File: src/rtl/mc_control_unit.sv
// Multi-cycle RV32I control unit: sequences fetch/decode/execute/memory/writeback
// and counts retired instructions (one per PC update).
module mc_control_unit #(
    parameter int CNT_WIDTH = 32
) (
    input  logic                 clk,
    input  logic                 reset,
    input  logic [6:0]           opcode,
    input  logic                 bcond,
    input  logic                 halt_cond,
    input  logic                 mem_ready,
    output logic                 mem_read,
    output logic                 mem_write,
    output logic                 i_or_d,
    output logic                 ir_write,
    output logic                 reg_write,
    output logic                 pc_write,
    output logic [1:0]           pc_source,
    output logic [1:0]           mem_to_reg,
    output logic                 alu_src_a,
    output logic [1:0]           alu_src_b,
    output logic [1:0]           alu_op,
    output logic                 is_halted,
    output logic [CNT_WIDTH-1:0] retired_cnt
);

    // state  | meaning
    // S_IF   | fetch: read IR from memory at PC, wait for mem_ready
    // S_ID   | decode: ALUOut <= PC+imm, dispatch or retire NOP/ecall
    // S_EX   | execute: ALU op, branches and jumps retire here
    // S_MEM  | data access at ALUOut, wait for mem_ready
    // S_WB   | register writeback, retire
    // S_HALT | ecall halt, sticky until reset
    typedef enum logic [2:0] {
        S_IF   = 3'd0,
        S_ID   = 3'd1,
        S_EX   = 3'd2,
        S_MEM  = 3'd3,
        S_WB   = 3'd4,
        S_HALT = 3'd5
    } state_t;

    localparam logic [6:0] OP_R     = 7'b0110011;
    localparam logic [6:0] OP_I     = 7'b0010011;
    localparam logic [6:0] OP_LOAD  = 7'b0000011;
    localparam logic [6:0] OP_STORE = 7'b0100011;
    localparam logic [6:0] OP_BR    = 7'b1100011;
    localparam logic [6:0] OP_JAL   = 7'b1101111;
    localparam logic [6:0] OP_JALR  = 7'b1100111;
    localparam logic [6:0] OP_ECALL = 7'b1110011;

    state_t state;
    state_t state_next;
    logic   is_load;
    logic   is_exec;
    logic   is_ecall;

    assign is_load  = (opcode == OP_LOAD);
    assign is_ecall = (opcode == OP_ECALL);
    assign is_exec  = (opcode == OP_R) || (opcode == OP_I) || (opcode == OP_LOAD) ||
                      (opcode == OP_STORE) || (opcode == OP_BR) || (opcode == OP_JAL) ||
                      (opcode == OP_JALR);

    always_ff @(posedge clk or negedge reset) begin
        if (!reset) begin
            state <= S_IF;
        end else begin
            state <= state_next;
        end
    end

    always_comb begin
        state_next = state;
        case (state)
            S_IF: begin
                if (mem_ready) state_next = S_ID;
            end
            S_ID: begin
                if (is_ecall && halt_cond) state_next = S_HALT;
                else if (is_exec)          state_next = S_EX;
                else                       state_next = S_IF;
            end
            S_EX: begin
                if ((opcode == OP_R) || (opcode == OP_I))
                    state_next = S_WB;
                else if ((opcode == OP_LOAD) || (opcode == OP_STORE))
                    state_next = S_MEM;
                else
                    state_next = S_IF;
            end
            S_MEM: begin
                if (mem_ready) state_next = is_load ? S_WB : S_IF;
            end
            S_WB:    state_next = S_IF;
            S_HALT:  state_next = S_HALT;
            default: state_next = S_IF;
        endcase
    end

    // Everything is forced low while reset is held, including the fetch read.
    always_comb begin
        mem_read   = 1'b0;
        mem_write  = 1'b0;
        i_or_d     = 1'b0;
        ir_write   = 1'b0;
        reg_write  = 1'b0;
        pc_write   = 1'b0;
        pc_source  = 2'b00;
        mem_to_reg = 2'b00;
        alu_src_a  = 1'b0;
        alu_src_b  = 2'b00;
        alu_op     = 2'b00;
        is_halted  = 1'b0;
        if (reset) begin
            case (state)
                S_IF: begin
                    mem_read = 1'b1;
                    ir_write = mem_ready;
                end
                S_ID: begin
                    alu_src_b = 2'b10;
                    if (!is_exec && !(is_ecall && halt_cond)) pc_write = 1'b1;
                end
                S_EX: begin
                    case (opcode)
                        OP_R: begin
                            alu_src_a = 1'b1;
                            alu_op    = 2'b10;
                        end
                        OP_I: begin
                            alu_src_a = 1'b1;
                            alu_src_b = 2'b10;
                            alu_op    = 2'b10;
                        end
                        OP_LOAD, OP_STORE: begin
                            alu_src_a = 1'b1;
                            alu_src_b = 2'b10;
                        end
                        OP_BR: begin
                            alu_src_a = 1'b1;
                            alu_op    = 2'b01;
                            pc_write  = 1'b1;
                            pc_source = bcond ? 2'b01 : 2'b00;
                        end
                        OP_JAL: begin
                            reg_write  = 1'b1;
                            mem_to_reg = 2'b10;
                            pc_write   = 1'b1;
                            pc_source  = 2'b01;
                        end
                        OP_JALR: begin
                            alu_src_a  = 1'b1;
                            alu_src_b  = 2'b10;
                            reg_write  = 1'b1;
                            mem_to_reg = 2'b10;
                            pc_write   = 1'b1;
                            pc_source  = 2'b10;
                        end
                        default: ;
                    endcase
                end
                S_MEM: begin
                    i_or_d    = 1'b1;
                    mem_read  = is_load;
                    mem_write = !is_load;
                    pc_write  = mem_ready && !is_load;
                end
                S_WB: begin
                    reg_write  = 1'b1;
                    mem_to_reg = is_load ? 2'b01 : 2'b00;
                    pc_write   = 1'b1;
                end
                S_HALT:  is_halted = 1'b1;
                default: ;
            endcase
        end
    end

    always_ff @(posedge clk or negedge reset) begin
        if (!reset) begin
            retired_cnt <= '0;
        end else if (pc_write) begin
            retired_cnt <= retired_cnt + CNT_WIDTH'(1);
        end
    end

endmodule
File: config.mk
export PLATFORM = sky130hd
export DESIGN_NAME = mc_control_unit
export DESIGN_NICKNAME = d
export VERILOG_FILES = /design/src/rtl/mc_control_unit.sv
export SDC_FILE = /design/constraint.sdc
export NUM_CORES = 1
export LEC_CHECK = 0
export BUFFER_PORTS_ARGS = -buffer_cell sky130_fd_sc_hd__buf_2
export CAP_MARGIN = 30
export CORE_ASPECT_RATIO = 1.5
export CORE_MARGIN = 3
export CORE_UTILIZATION = 52
export DETAILED_ROUTE_END_ITERATION = 12
export PLACE_DENSITY = 0.83
export SLEW_MARGIN = 20
export SYNTH_ARGS = -nofsm -noshare
export SYNTH_HDL_FRONTEND = slang
export SYNTH_SLANG_ARGS = --single-unit
File: constraint.sdc
create_clock -name clk -period 4 [get_ports clk]
set_input_delay 0.8 -clock clk [delete_from_list [all_inputs] [get_ports clk]]
set_output_delay 0.8 -clock clk [all_outputs]
set_load 0.01 [all_outputs]
==> results.json <==
{
  "critPathLaunchType": "input pin",
  "synth_seq_cells": 35,
  "setup_viol": 0,
  "yosys-top-cells-count": "dfrtp_1 (35), xnor2_1 (27), nand4_1 (15)",
  "synthFlopType": "dfrtp_1",
  "start_util_pct": 54.79,
  "drcViolationCount": 0,
  "clock_latency_ns": 0.29,
  "fmaxAchievable_mhz": 351.0,
  "worst_pin_slew_ns": 0.7350,
  "critPathKind": "input pin to output pin",
  "synthTopCellsByArea": "dfrtp_1 (43%), xnor2_1 (12%), nand4_1 (4.6%)",
  "cp_cell_sequence": "buf_2 -> nand4bb_4 -> nor4_2 -> o32a_1 -> a21boi_4 -> buf_2",
  "area_delta_synth_final_pct": 20.52,
  "rows": 27,
  "r2r_end": "retired_cnt[27]",
  "cp.required_ns": 3.20,
  "place_hpwl_mm": 3.417,
  "drt_iter0_drc": 55,
  "ant_nets": 0,
  "hold_buffers": 0,
  "path_common_cell": "buf_2",
  "gr-total-overflow": 0,
  "crit_path_end_kind": "output pin",
  "cts_tree": "yes",
  "drt-pass1-iter-count": 4,
  "yosysWarnings": 0,
  "synth_cell_types": 45,
  "grt_pass1_wl_mm": 8.052,
  "clk_pin_slew_ns": 0.08,
  "yosysSeqAreaShare_pct": 42.63,
  "post-cts-setup-buffer-count": 0,
  "r2r_start": "state[0]",
  "ys_async_sr_fraction_pct": 100.0,
  "slowest_delay_ns": 0.31,
  "yosys.area_share.simple_pct": 31.24,
  "core-area_sq_um": 3750,
  "antenna_found_initial": 0,
  "clock-sinks": 35,
  "synth_compound_area_share_pct": 5.968,
  "hold_violations": 0,
  "finalClockSkew_ns": 0.009932,
  "die_x_microns": 57.32,
  "numCtsBuffers": 5,
  "period_minus_slack_ns": 2.849,
  "status": "finished, final reports clean",
  "netlist_area_sq_um": 2054,
  "dieArea_sq_um": 4756,
  "relSlewSlack_pct": 50.89,
  "slew_violations": 0,
  "n_antenna_cell": 0,
  "hold_path.class": "input pin to async pin",
  "wire_per_inst_microns": 14.70,
  "synth_area_per_cell_sq_um": 10.27,
  "crit_arrival_ns": 2.05,
  "slowest_stage": "nor4_2",
  "synthAdderAreaFrac_pct": 0.6090,
  "crit_fanout": 7,
  "cts-root-buf": "clkbuf_8",
  "rsz0062_at_grt": "no",
  "clockBufferDepth": 2,
  "critPathTopFamily": "simple AND/OR/NAND/NOR gates",
  "synth_top_cell_by_area": "dfrtp_1",
  "fin_setup_tns_ns": 0,
  "synth_xor_xnor_area_share_pct": 14.31,
  "fp.dieH_microns": 82.98,
  "drv_cap": 0,
  "vias_per_cell": 5.669,
  "finalPower_w": 0.0008204,
  "synth_edf_count": 0,
  "synth.most_common_cell": "dfrtp_1",
  "placement.io_buffers": 58,
  "synth_top_area_share_pct": 42.63,
  "io_pins": 60,
  "synth_top_family_by_area": "simple AND/OR/NAND/NOR gates",
  "routabilityCongestion": 0.9551,
  "path_buf_inv": 2,
  "synthMuxAreaShare_pct": 1.523,
  "ff2ff_setup_slack_ns": 1.47,
  "min_period_over_period_pct": 71.22,
  "drt-total-wl_mm": 4.484,
  "num_vias": 1729,
  "peakVddDrop_mv": 0.4088,
  "final_nets": 274,
  "cellPowerDensity_nw_per_um2": 331.3,
  "grt_pass1_vias": 1774,
  "rr_worst_depth": 6,
  "drive_gt1_share_pct": 32.82,
  "grt_max_degree": 25,
  "syn-instance-count": 200,
  "cts_resized": 0,
  "grt_use_total_pct": 21.23,
  "syn_nets": 213,
  "p_leak_nw": 1.233,
  "h-tree-depth": 2
}
[metal layers]
| layer | vias to the layer above | global-route usage (%) | routed length (microns) |
|---|---|---|---|
| li1 | 836 | - | - |
| met3 | 9 | 5.910 | 281 |
| met4 | 0 | 8.439 | 96 |
| met2 | 59 | 36.63 | 2317 |
| met5 | - | 0 | 0 |
| met1 | 825 | 24.17 | 1790 |
[registers in the layout (all words and copies together) (netlist names)]
name	count
retired_cnt	32
state	3
[cell type report]
cell class | instances | area (sq um)
inverter | 6 | 22.52
tap | 43 | 53.80
clock inverter | 3 | 43.79
fill | 335 | 1274
timing repair buffer | 60 | 305.3
clock buffer | 5 | 68.82
multi-input combinational | 153 | 1106
sequential | 35 | 875.8
[per-stage QoR]
step | util (%) | cells | instance area (sq um) | worst slack, ns | hold slack (ns)
final | 66.03 | 305 | 2476 | 1.151 | 0.4594
after global routing | 66.03 | 305 | 2476 | 1.063 | 0.4863
after CTS | 66.03 | 305 | 2476 | 1.159 | 0.4668
after detailed placement | 63.03 | 297 | 2364 | 1.161 | 0.4620
after global placement | 63.03 | 297 | 2364 | 1.173 | 0.4551
after floorplan | - | 200 | 2054 | 1.306 | 0.5044
[power breakdown]
part | switching, W | leakage (nW) | internal [W]
clock network | 0.000128 | 0.0581 | 0.000185
registers | 0.0000273 | 0.483 | 0.000372
logic | 0.0000612 | 0.692 | 0.0000465
[worst max-delay path by stage]
| stage | cells past startpoint | slack [ns] | from | endpoint |
|---|---|---|---|---|
| 6_report | 6 | 1.15 | opcode[3] | pc_write |
| 5_1_grt | 6 | 1.06 | opcode[3] | pc_write |
| 4_1_cts | 6 | 1.16 | opcode[3] | pc_write |
| 3_5_place_dp | 6 | 1.16 | opcode[3] | pc_write |
| 3_3_place_gp | 6 | 1.17 | opcode[3] | pc_write |
| 2_1_floorplan | 5 | 1.31 | opcode[3] | pc_write |
[cell usage in the layout (no fill, tap or decap), drive strengths merged, types with 2 or more instances in the layout]
cell | Yosys | final
nand4 | 15 | 15
nand3 | 15 | 15
o21ai | 2 | 2
a21oi | 3 | 3
clkbuf | 1 | 5
nor2 | 14 | 14
nor3b | 2 | 2
dfrtp | 35 | 35
and2 | 2 | 2
nand2b | 2 | 2
nor2b | 4 | 4
buf | 5 | 60
xnor2 | 30 | 30
clkinv | 0 | 2
o22ai | 3 | 3
or3 | 3 | 3
and4 | 3 | 3
nor4 | 4 | 4
mux2i | 2 | 2
inv | 6 | 6
and3 | 13 | 13
nor3 | 5 | 5
a21boi | 2 | 2
nand2 | 15 | 15
[cell families after synthesis]
| family | after synthesis |
|---|---|
| buffers and inverters | 12 |
| muxes | 3 |
| xor gates and xnor gates | 31 |
| DFF | 35 |
| AOI/OAI and AO/OA | 16 |
| adders and majority gates | 1 |
| other | 1 |
| and+or+nand+nor | 101 |
Note: power is estimated with default switching activity, not from simulation.
